$ cat src/rtl/gift_sbox_share_compress.sv
// Register-and-compress stage behind the 3-share GIFT S-box component functions.
// Stage 1 latches the raw partial terms as a glitch barrier; stage 2 folds them into 3 shares.
module gift_sbox_share_compress #(
    parameter int N_COORD = 4,
    parameter int N_TERM  = 9,
    parameter bit REFRESH = 1'b1
) (
    input  logic                        clk,
    input  logic                        rst_n,
    input  logic                        flush,
    input  logic                        in_valid,
    output logic                        in_ready,
    input  logic [N_COORD*N_TERM-1:0]   in_terms,
    input  logic [2*N_COORD-1:0]        in_rand,
    output logic                        out_valid,
    input  logic                        out_ready,
    output logic [N_COORD-1:0]          out_s1,
    output logic [N_COORD-1:0]          out_s2,
    output logic [N_COORD-1:0]          out_s3,
    output logic [1:0]                  occupancy
);

    localparam int GRP = N_TERM / 3;

    logic [N_COORD*N_TERM-1:0] t1_q;
    logic [2*N_COORD-1:0]      r1_q;
    logic                      v1_q;
    logic                      v2_q;
    logic [N_COORD-1:0]        s1_q;
    logic [N_COORD-1:0]        s2_q;
    logic [N_COORD-1:0]        s3_q;

    logic                      ready2;
    logic                      ld1;
    logic                      ld2;
    logic [2*N_COORD-1:0]      rnd_eff;
    logic [N_COORD-1:0]        g0, g1, g2;
    logic [N_COORD-1:0]        r0v, r1v;
    logic [N_COORD-1:0]        n1, n2, n3;

    // Handshake: a beat moves across a boundary on a rising edge where valid & ready are both
    // high; valid never depends on ready, and flush blocks every load while clearing both valids.
    assign ready2   = !v2_q || out_ready;
    assign in_ready = !flush && (!v1_q || ready2);
    assign ld1      = in_valid && in_ready;
    assign ld2      = v1_q && ready2 && !flush;

    assign rnd_eff = REFRESH ? r1_q : '0;

    for (genvar c = 0; c < N_COORD; c++) begin : g_coord
        assign g0[c]  = ^t1_q[c*N_TERM         +: GRP];
        assign g1[c]  = ^t1_q[c*N_TERM + GRP   +: GRP];
        assign g2[c]  = ^t1_q[c*N_TERM + 2*GRP +: GRP];
        assign r0v[c] = rnd_eff[2*c];
        assign r1v[c] = rnd_eff[2*c+1];
    end

    // r0/r1 each enter two shares, so they cancel in s1^s2^s3.
    assign n1 = g0 ^ r0v;
    assign n2 = g1 ^ r1v;
    assign n3 = g2 ^ r0v ^ r1v;

    always_ff @(posedge clk or negedge rst_n) begin
        if (!rst_n) begin
            v1_q <= 1'b0;
            v2_q <= 1'b0;
        end else if (flush) begin
            v1_q <= 1'b0;
            v2_q <= 1'b0;
        end else begin
            if (ld1) begin
                v1_q <= 1'b1;
            end else if (ld2) begin
                v1_q <= 1'b0;
            end
            if (ld2) begin
                v2_q <= 1'b1;
            end else if (v2_q && out_ready) begin
                v2_q <= 1'b0;
            end
        end
    end

    always_ff @(posedge clk or negedge rst_n) begin
        if (!rst_n) begin
            t1_q <= '0;
            r1_q <= '0;
        end else if (ld1) begin
            t1_q <= in_terms;
            r1_q <= in_rand;
        end
    end

    always_ff @(posedge clk or negedge rst_n) begin
        if (!rst_n) begin
            s1_q <= '0;
            s2_q <= '0;
            s3_q <= '0;
        end else if (ld2) begin
            s1_q <= n1;
            s2_q <= n2;
            s3_q <= n3;
        end
    end

    assign out_valid = v2_q;
    assign out_s1    = s1_q;
    assign out_s2    = s2_q;
    assign out_s3    = s3_q;
    assign occupancy = {1'b0, v1_q} + {1'b0, v2_q};

endmodule

$ cat config.mk
export PLATFORM = sky130hd
export DESIGN_NAME = gift_sbox_share_compress
export DESIGN_NICKNAME = d
export VERILOG_FILES = /design/src/rtl/gift_sbox_share_compress.sv
export SDC_FILE = /design/constraint.sdc
export NUM_CORES = 1
export LEC_CHECK = 0
export BUFFER_PORTS_ARGS = -buffer_cell sky130_fd_sc_hd__buf_2
export CAP_MARGIN = 20
export CORE_MARGIN = 8
export CORE_UTILIZATION = 59
export CTS_BUF_LIST = sky130_fd_sc_hd__clkbuf_4 sky130_fd_sc_hd__clkbuf_8
export CTS_CLUSTER_SIZE = 12
export DETAILED_ROUTE_END_ITERATION = 12
export PLACE_DENSITY = 0.87
export SYNTH_ARGS = -nofsm -noshare
export SYNTH_HDL_FRONTEND = slang
export SYNTH_SLANG_ARGS = --single-unit
$ cat constraint.sdc
create_clock -name clk -period 3.9 [get_ports clk]
set_input_delay 0.78 -clock clk [delete_from_list [all_inputs] [get_ports clk]]
set_output_delay 0.78 -clock clk [all_outputs]
set_load 0.02 [all_outputs]
Yosys cells after proc, flatten, opt, wreduce, memory -nomap -nowiden
Index checks and enable logic that the tools add are counted.
{"block": "totals", "out_inout_bits": 16, "in_bits": 49, "regBits": 58, "elab_cells": 42}
{"block": "op_classes", "muxes": 6, "n_reduce_logical": 24, "addsub": 1, "n_bitwise": 4}
{"op": "$reduce_xor A3 Y1", "count": 12}
{"op": "$xor A4 B4 Y4", "count": 4}
{"op": "$mux W1", "count": 6}
{"op": "$reduce_bool A3 Y1", "count": 2}
{"op": "$logic_and A1 B1 Y1", "count": 5}
{"op": "$logic_not A1 Y1", "count": 3}
{"op": "$add A1 B1 Y2", "count": 1}
{"op": "$logic_or A1 B1 Y1", "count": 2}

Logic depth before layout (Yosys ltp)
Gate-level depths: netlist of the first run.
{"block": "depth", "word_depth": 7, "ltp_mapped": 5, "mapped_depth_nobuf": 3}

Least setup slack after synthesis of the first run
OpenSTA, ideal clock, no wires.
{"block": "synth_timing", "path_type": "input to output", "from": "in out_ready", "to": "out in_ready", "t_arrival_ns": 1.241, "stages": 2, "slack_ns": 1.879, "required_time_ns": 3.120, "n_path_buf": 0, "path_cell_list": "and3b_1 > nor2_1"}
{"block": "synth_via", "elab_chain_len": 3}
{"element": "from (decl)", "line": "16", "text": "input logic out_ready,"}
{"element": "$logic_or A1 B1 Y1", "line": "43", "text": "assign ready2 = !v2_q || out_ready;"}
{"element": "$logic_or A1 B1 Y1", "line": "44", "text": "assign in_ready = !flush && (!v1_q || ready2);"}
{"element": "$logic_and A1 B1 Y1", "line": "44"}
{"element": "to (decl)", "line": "12", "text": "output logic in_ready,"}
No other way between the ends.

Final worst setup path of the first run
{"block": "layout_timing", "from": "in out_ready", "to": "reg t1_q[0]"}
{"block": "layout_via", "elab_chain_len": 4}
{"element": "$logic_or A1 B1 Y1", "line": "43"}
{"element": "$logic_or A1 B1 Y1", "line": "44"}
{"element": "$logic_and A1 B1 Y1", "line": "44"}
{"element": "$logic_and A1 B1 Y1", "line": "45", "text": "assign ld1 = in_valid && in_ready;"}
{"element": "to (signal assigned)", "line": "89", "text": "t1_q <= in_terms;"}
{"element": "to (decl)", "line": "25", "text": "logic [N_COORD*N_TERM-1:0] t1_q;"}
No other way between the ends.
A chain may end at the register's enable or synchronous reset.

==> metrics.md, run 1 <==
| Metric | Value |
|---|---|
| Post-synthesis compound-gate area fraction | 0% |
| Post-synth EDFFs | 0 |
| Slowest-stage cell, CP | or3b_2 |
| Top-count cell post-synth | dfrtp_1 |
| Crit path max-delay family | simple AND/OR/NAND/NOR gates |
| Post CTS Setup Buffer Count | 0 |
| Tightest Pin Transition | 817 ps |
| Die width | roughly 84 um |
| Post-Synth XOR/XNOR Area | 13.4% |
| Adder-cell share of the synthesized area | 0.453% |
| Slew HR | 45.5% |
| Status | completed |
| Synth Flop Type | dfrtp_1 |
| Worst path max stage delay | 660 ps |
| Final net count | 289 |
| Multi-input logic area | 1220 um2 |
| First-pass GRT wire length | 8.68 mm |
| Mapped Cells | roughly 170 |
| #FFs+latches synth | 58 |
| Part of the Yosys area used for sequential elements | between 50% and 60% |
| Count of unique library cells instantiated by Yosys | 15 |
| Worst Path Arrival | 2530 ps |
| Setup crit end kind | flip-flop |
| Post-synthesis cell area | 2760 um2 |
| Area grow syn2layout | 17.3% |
| Area leader, netlist | dfrtp_1 |
| Number of diodes | 0 |
| Worst-Skew Late Latency | 320 ps |
| Die height | 84.4 um |
| Largest fanout on the critical path | 23 |
| Fin. max-slew vios | 0 |
| Via Count | 1496 |
| Initial antenna violation count | 0 |
| H-tree levels | 3 |
| Mean Syn Cell Area | 16.6 um2 |
| Die ar. | 7130 um2 |
| TritonRoute pass-1 iters | 4 |
| Most frequent cells after synthesis | dfrtp_1 (58), mux2_4 (40), xnor2_1 (20) |
| CTS tree | yes |
| Leakage power | around 0.0017 uW |
| Placed cell count | 282 |
| CP Launch Type | input port |
| Post-synthesis mux area share | between 20 and 30% |
| Synth Warn # | 0 |
| Main area contributors after synthesis | dfrtp_1 (53%), mux2_4 (22%), mux2_2 (6.5%), xnor2_1 (6.3%), xor2_1 (3.8%) |
| GPL Wtd Cong | about 0.69 |
| Fin crit period | 2320 ps |
| CTS buffer count | 9 |
| Ys async rst share | 100% |
| Endpoints failing hold | 0 |
| Vias in the first global route | 1785 |
| Clock Sinks | 58 |
| Req. time, crit path | 4100 ps |
| Synth top area share | 52.5% |
| Gr ovfl total | 0 |
| Largest net degree at the start of global routing | 36 |
| Total Wirelength | 4.97 mm |
| Period Utilization, post-route | around three fifths |
| Layout cells sized above 1 | just under 60% |
| Util after Layout | 70.0% |
| Final setup fails | 0 |
| Synth Area in Simple Gates | 1.86% |
| DRT antenna net count | 0 |
| Total power | 1820 uW |
| F_max | 431 MHz |
| WP buf/inv | 2 |
| Buffers on Ports | 64 |
| Final TNS setup | 0 ps |
| FF+latch area | 1450 um2 |
| DR iter-0 viols | 67 |
| DP HPWL | 3.65 mm |
| Remaining DRCs | 0 |
| IO Pins | 65 |
| Clock Skew | 7.03 ps |
| CTS root buf | clkbuf_8 |
| Max-cap violations | 0 |
| CP Class | in2reg |
| Per-cell routed wire length | 16.8 um |
| Final Worst Setup Slack | approximately 1600 ps |
| Tot GR Track Use | 15.6% |
| Hold/Removal Path Class | reg2reg |
| Layout Cells excl Fill | just under 300 |
| CTS hold repair buffers | 0 |
| Std-Cell Rows | 25 |
| Post-CTS Resized | 0 |
| Syn Nets | 216 |
| Initial core utilization | 59.7% |
| Fillers | between 300 and 400 |
| Clock transition at the registers of the reported paths | 60 ps |
| Vias per std cell | 5.07 |
| Core Area | 4630 um2 |
| RSZ-0062 raised after global routing | false |
| Cell Chain, Critical Path | buf_2, and3b_1, or3b_2, buf_4, mux2_2 |
| PwrDens | 562 nW/um2 |
| VDD IR max | 0.275 mV |
| Max clock buf depth | 2 |
| Dpl ws | 1220 ps |
| Main combinational cell family by area after synthesis | multiplexers |
## per-stage QoR
stage	instance area, um2	hold slack (ps)
3_5_place_dp	3090	490
4_1_cts	3240	504
5_1_grt	3240	522
2_1_floorplan	2760	484
3_3_place_gp	3090	484
6_report	3240	502
## cell families after synthesis
| logic type | Yosys count |
|---|---|
| buffers and inverters | 6 |
| adders and majority gates | 1 |
| xor gates and xnor gates | 36 |
| and+or+nand+nor | 9 |
| muxes | 56 |
| DFF | 58 |
## worst paths after layout
path	startpoint	to	slack, ps	cells after the start
max reg2reg	v1_q	t1_q[22]	1690	4
min reg2reg	out_s2[2]	out_s2[2]	500	1
min in group asynchronous	rst_n	t1_q[25]	530	1
max	out_ready	t1_q[0]	1580	5
max in group asynchronous	rst_n	t1_q[34]	2580	2
min	out_s2[2]	out_s2[2]	500	1
## report_power, final
group          internal [uW]  total, uW  switching, uW
clock                    240        443            203
sequential               737        826           88.9
combinational            319        553            234
total                   1300       1820            526
## final cells by class
cell class | instances | area share (%)
Clock buffer | 12 | 4.52
Clock inverter | 1 | 0.154
Multi-Input combinational cell | 102 | 37.6
Sequential cell | 58 | 44.8
Tap cell | 54 | 2.08
Timing Repair Buffer | 68 | 10.8
## metal layers
metal / wire length (um) / part of all wire, % / vias to the layer above / global-route usage (%)
li1: - / - / 710 / -
met1: 2240 / 45 / 735 / 18.4
met2: 2350 / 47 / 44 / 24.9
met3: 312 / 6.3 / 7 / 6.24
met4: 65 / 1.3 / 0 / 5.83
met5: 0 / 0 / - / 0
## cells in the final DEF (no fill, tap or decap)
cell type   n
buf_2      64
dfrtp_1    58
mux2_4     40
xnor2_1    20
mux2_2     16
xor2_1     12
clkbuf_8    9
nor2_1      5
xnor3_1     4
buf_4       4
clkbuf_4    3
and3b_1     1
or3b_2      1
and2b_1     1
nor3b_2     1
ha_1        1
clkinv_2    1
## worst reg2reg max path, stage by stage (launching register included)
cell and delay (ps):
dfrtp_1 410, and3b_1 220, or3b_2 790, buf_4 360, mux2_4 320
## state kept, by name, indices dropped and copies added (netlist names)
signal and flops:
out_valid 1, t1_q 36, out_s3 4, out_s2 4, out_s1 4, v1_q 1, r1_q 8
No activity file was read; power rests on OpenSTA's default activity.
==> inputs of run 2 (changes only) <==
Settings changed: CORE_UTILIZATION 59 to 55, PLACE_DENSITY 0.87 to 0.81.
Clock period 3.9 ns to 2.41 ns, I/O delays scaled along.
==> metrics.md, run 2 (synthesized netlist as in run 1, its figures left out) <==
| Metric | Value |
|---|---|
| Status | completed |
| Hold/Removal Path Class | in2async |
| Initial core utilization | 57.7% (-2.0 points) |
| Req. time, crit path | 2620 ps (-1480 ps) |
| Setup crit end kind | flip-flop |
| Fillers | 359 (+12%) |
| Max clock buf depth | 2 (unchanged) |
| Per-cell routed wire length | 15.2 um (-9.7%) |
| Worst Path Arrival | 2070 ps (-460 ps) |
| Tot GR Track Use | 13.5% (-2.1 points) |
| First-pass GRT wire length | 7.75 mm (-11%) |
| Final setup fails | 0 (unchanged) |
| DRT antenna net count | 0 (unchanged) |
| Biggest register | t1_q |
| CTS buffer count | 9 (unchanged) |
| Die height | 86.9 um (+2.9%) |
| CTS tree | yes |
| Layout cells sized above 1 | 57.5% (-0.18 points) |
| Post CTS Setup Buffer Count | 0 (unchanged) |
| CTS root buf | clkbuf_8 |
| Most frequent cells in the layout | buf_2 (64), dfrtp_1 (58), mux2_4 (40), xnor2_1 (20), mux2_2 (16) |
| Multi-input logic area | 1220 um2 (+0.20%) |
| TritonRoute pass-1 iters | 4 (unchanged) |
| R2R Setup Slk | 540 ps (-1150 ps) |
| Biggest regs | t1_q: 36 flops, r1_q: 8 flops |
| Gr ovfl total | 0 (unchanged) |
| CP Class | reg2reg |
| Largest register FFs | 36 (unchanged) |
| DP HPWL | 3.34 mm (-8.4%) |
| Core Area | 4790 um2 (+3.4%) |
| Clock Sinks | 58 (unchanged) |
| Most common cell after layout, fill and taps aside | buf_2 |
| CP Launch Type | flip-flop |
| DR iter-0 viols | 48 (-28%) |
| VDD IR max | 0.491 mV (+78%) |
| Fin crit period | 1870 ps |
| Max-cap violations | 0 (unchanged) |
| Largest fanout on the critical path | 44 (+91%) |
| Slew HR | 40.6% (-4.9 points) |
| Vias in the first global route | 1689 (-5.4%) |
| Buffers on Ports | 64 (unchanged) |
| Number of diodes | 0 (unchanged) |
| Final net count | 287 (-0.69%) |
| Post-route cell area | 3260 um2 (+0.62%) |
| Post-DP Area | 3090 um2 (+0.12%) |
| Initial antenna violation count | 0 (unchanged) |
| Total Wirelength | 4.67 mm (-6.1%) |
| Remaining DRCs | 0 (unchanged) |
| Period Utilization, post-route | 77.5% |
| Die width | 86.9 um (+2.9%) |
| R2r startpoint | v1_q |
| Reg-to-Reg End | t1_q[0] |
| Die ar. | 7550 um2 (+5.9%) |
| Worst-Skew Late Latency | 320 ps (about the same) |
| Area grow syn2layout | 18.0% |
| CTS hold repair buffers | 0 (unchanged) |
| Total power | 3000 uW (+64%) |
| PwrDens | 919 nW/um2 (+63%) |
| IO Pins | 65 (unchanged) |
| Std-Cell Rows | 25 (unchanged) |
| Final TNS setup | 0 ps (unchanged) |
| Reg2Reg Depth | 3 (-1) |
| Clock transition at the registers of the reported paths | 60 ps (about the same) |
| GPL Wtd Cong | 0.714 (+3.5%) |
| Post-CTS Resized | 0 (unchanged) |
| Vias per std cell | 4.80 (-5.4%) |
| Largest net degree at the start of global routing | 59 (+64%) |
| Tightest Pin Transition | 891 ps (+73.8 ps) |
| H-tree levels | 3 (unchanged) |
| Endpoints failing hold | 0 (unchanged) |
| Leakage power | 0.00166 uW (unchanged) |
| Clock Skew | 5.87 ps (-1.16 ps) |
| RSZ-0062 raised after global routing | false |
| F_max | about 540 MHz |
| FF+latch area | 1450 um2 (unchanged) |
| Fin. max-slew vios | 0 (unchanged) |
| Via Count | 1473 (-1.5%) |
run 2: cell types whose count changed in the layout (fill, tap and decap cells not counted), sizes merged:
cell	before	now
buf	68	66
clkbuf	12	14
clkinv	1	0
run 2: cell type report:
class | instances | share of cell area [%]
clock buffers | 14 | 5.14
repair buffers | 66 | 10.3
flip-flops and latches | 58 | 44.5
well taps | 67 | 2.57
multi-input cells | 102 | 37.5
run 2: per-layer routing:
layer	wire, um	GRT usage [%]	up-vias
met2	2150	20.5	42
met3	294	4.91	10
met4	89	7.04	0
met5	0	0	-
met1	2140	16.3	713
li1	-	-	708
run 2: worst max-delay path: stages, from the launching register on:
cell	delay, ps
dfrtp_1	370
and3b_1	220
or3b_4	730
mux2_2	410
run 2: worst max path at each step:
stage | to | startpoint | cells after the start | slack (ps)
floorplan | r1_q[0] | out_valid | 5 | 680
global placement | r1_q[5] | out_ready | 4 | 310
detailed placement | r1_q[6] | out_ready | 4 | 280
CTS | t1_q[0] | v1_q | 3 | 530
global route | t1_q[0] | v1_q | 3 | 420
finish | t1_q[0] | v1_q | 3 | 540
run 2: where the power goes:
| group | switching [uW] | internal (uW) | leakage [uW] |
|---|---|---|---|
| registers | 144 | 1190 | 0.000685 |
| logic | 375 | 515 | 0.000882 |
| clock network | 332 | 436 | 0.0000903 |
| total | 850 | 2140 | 0.00166 |
run 2: metrics by stage:
step | std cells | utilization, % | hold WS, ps | worst slack [ps]
detailed placement | 293 | 64.6 | 495 | 277
global route | 307 | 68.1 | 346 | 417
CTS | 307 | 68.1 | 308 | 526
finish | 307 | 68.1 | 291 | 542
floorplan | 166 | - | 186 | 679
global placement | 293 | 64.6 | 486 | 314
==> inputs of run 3 (changes only) <==
Clock period 2.41 ns to 1.88 ns, I/O delays scaled along.
==> metrics.md, run 3 (synthesized netlist as in run 1, its figures left out) <==
| Metric | Value |
|---|---|
| GR Layer Usage met1 | 17.0% (+0.74 points) |
| Largest fanout on the critical path | 13 (-70%) |
| Hold/Removal Path Class | in2reg |
| Req. time, crit path | 2100 ps (-520 ps) |
| Largest net degree at the start of global routing | 34 (-42%) |
| Final TNS setup | 0 ps (unchanged) |
| CP Class | reg2reg |
| Fillers | 362 (+0.84%) |
| Tightest Pin Transition | 309 ps (-582 ps) |
| Post-DP Area | 3140 um2 (+1.5%) |
| TritonRoute pass-1 iters | 3 (-1) |
| DR iter-0 viols | 55 (+15%) |
| CTS tree | yes |
| Clock Sinks | 58 (unchanged) |
| PwrDens | 1190 nW/um2 (+30%) |
| Clk pwr share | 28.1% (+2.5 points) |
| Post-CTS Resized | 0 (unchanged) |
| First-pass GRT wire length | 8.26 mm (+6.6%) |
| GPL Wtd Cong | 0.668 (-6.4%) |
| CTS buffer count | 9 (unchanged) |
| Met3 GRT Util | 7.08% (+2.2 points) |
| Remaining DRCs | 0 (unchanged) |
| Slew HR | 79.4% (+39 points) |
| Fin. max-slew vios | 0 (unchanged) |
| Post-route cell area | 3340 um2 (+2.5%) |
| Die ar. | 7550 um2 (unchanged) |
| RSZ-0062 raised after global routing | false |
| IO Pins | 65 (unchanged) |
| Vias in the first global route | 1777 (+5.2%) |
| Clock transition at the registers of the reported paths | 60 ps (about the same) |
| Via Count | 1510 (+2.5%) |
| Std-Cell Rows | 25 (unchanged) |
| Clock Skew | 6.73 ps (+0.853 ps) |
| Reg power frac | 43.1% (-1.5 points) |
| Max clock buf depth | 2 (unchanged) |
| Initial core utilization | 57.7% (unchanged) |
| CTS root buf | clkbuf_8 |
| Met2 Use GR | 22.2% (+1.7 points) |
| Die width | 86.9 um (unchanged) |
| Gr ovfl total | 0 (unchanged) |
| Final net count | 291 (+1.4%) |
| Busiest grt layer | met2 |
| Final setup fails | 0 (unchanged) |
| Cell internal pwr | 2870 uW (+34%) |
| Vias per std cell | 4.84 (+0.87%) |
| Endpoints failing hold | 0 (unchanged) |
| Largest register FFs | 36 (unchanged) |
| Number of diodes | 0 (unchanged) |
| Status | completed |
| Layout cells sized above 1 | 58.0% (+0.46 points) |
| Initial antenna violation count | 1 (+1) |
| Max-cap violations | 0 (unchanged) |
| Period Utilization, post-route | 89.1% (+12 points) |
| Layout Cells excl Fill | 312 (+1.6%) |
| Fin crit period | 1670 ps (-194 ps) |
| Tot GR Track Use | 14.5% (+1.0 points) |
| Leakage power | 0.00170 uW (+2.5%) |
| Worst-Skew Late Latency | 330 ps (about the same) |
| Most common cell after layout, fill and taps aside | buf_2 |
| Comb power frac | 28.8% (-0.9 points) |
| Buffers on Ports | 64 (unchanged) |
| Biggest register | t1_q |
| DP HPWL | 3.43 mm (+2.6%) |
| CTS hold repair buffers | 1 (+1) |
| DRT antenna net count | 0 (unchanged) |
| Area grow syn2layout | 21.0% |
| Post CTS Setup Buffer Count | 0 (unchanged) |
| Core Area | 4790 um2 (unchanged) |
| H-tree levels | 3 (unchanged) |
| Sw Share | 28.2% (-0.23 points) |
| Die height | 86.9 um (unchanged) |
| Per-cell routed wire length | 15.4 um (+1.4%) |
| Placed cell count | 296 (+1.0%) |
| Setup crit end kind | flip-flop |
| CP Launch Type | flip-flop |
| VDD IR max | 0.699 mV (+43%) |
| Worst Path Arrival | 1890 ps (-180 ps) |
| F_max | 597 MHz (+12%) |
| Biggest regs | t1_q: 36 flops, r1_q: 8 flops |
| Most frequent cells in the layout | buf_2 (64), dfrtp_1 (58), mux2_4 (40), xnor2_1 (20), mux2_2 (16) |
| Psw | 1120 uW (+32%) |
| Total Wirelength | 4.81 mm (+3.1%) |
## run 3: power by group through the flow
| stage | clock [uW] | sequential [uW] | combinational (uW) |
|---|---|---|---|
| floorplan | 0 | 1870 | 714 |
| global placement | 0 | 1730 | 1140 |
| finish | 1120 | 1720 | 1150 |
| CTS | 1150 | 1720 | 1170 |
| global route | 1200 | 1760 | 1260 |
| detailed placement | 0 | 1740 | 1170 |
## run 3: final cells by class
class,count,area [um2],share of cell area (%)
timing repair buffer,70,393,11.8
multi-input combinational,102,1220,36.6
clock buffer,12,153,4.57
clock inverter,3,40.0,1.20
tap,67,83.8,2.51
sequential,58,1450,43.4
## run 3: metrics by stage
| stage | setup slack (ps) | utilization [%] | hold WS, ps | total power (uW) |
|---|---|---|---|---|
| after floorplan | 149 | - | 80.4 | 2580 |
| after global placement | 181 | 65.6 | 356 | 2870 |
| after detailed placement | 158 | 65.6 | 360 | 2900 |
| after CTS | 197 | 69.9 | 242 | 4050 |
| after global routing | 149 | 69.9 | 250 | 4220 |
| final | 206 | 69.9 | 263 | 3990 |
## run 3: path summary, 6_finish.rpt
kind | from | endpoint | slack [ps] | cells past startpoint
worst min register to register | out_s1[2] | out_s1[2] | 510 | 1
worst min-delay path | flush | out_valid | 260 | 2
worst max-delay path | v1_q | t1_q[6] | 210 | 4
worst max register to register | v1_q | t1_q[6] | 210 | 4
max in group asynchronous | rst_n | t1_q[30] | 1040 | 3
min in group asynchronous | rst_n | t1_q[0] | 530 | 3
## run 3: critical path, cell delays in order, from the launching register on
cell and delay (ps):
dfrtp_1 410, and3b_1 220, or3b_4 400, buf_4 220, mux2_4 310
## run 3: layer usage
metal,vias up,part of all wire (%)
li1,720,-
met1,739,45
met2,41,48
met3,8,5.8
met4,2,1.5
met5,-,0.23
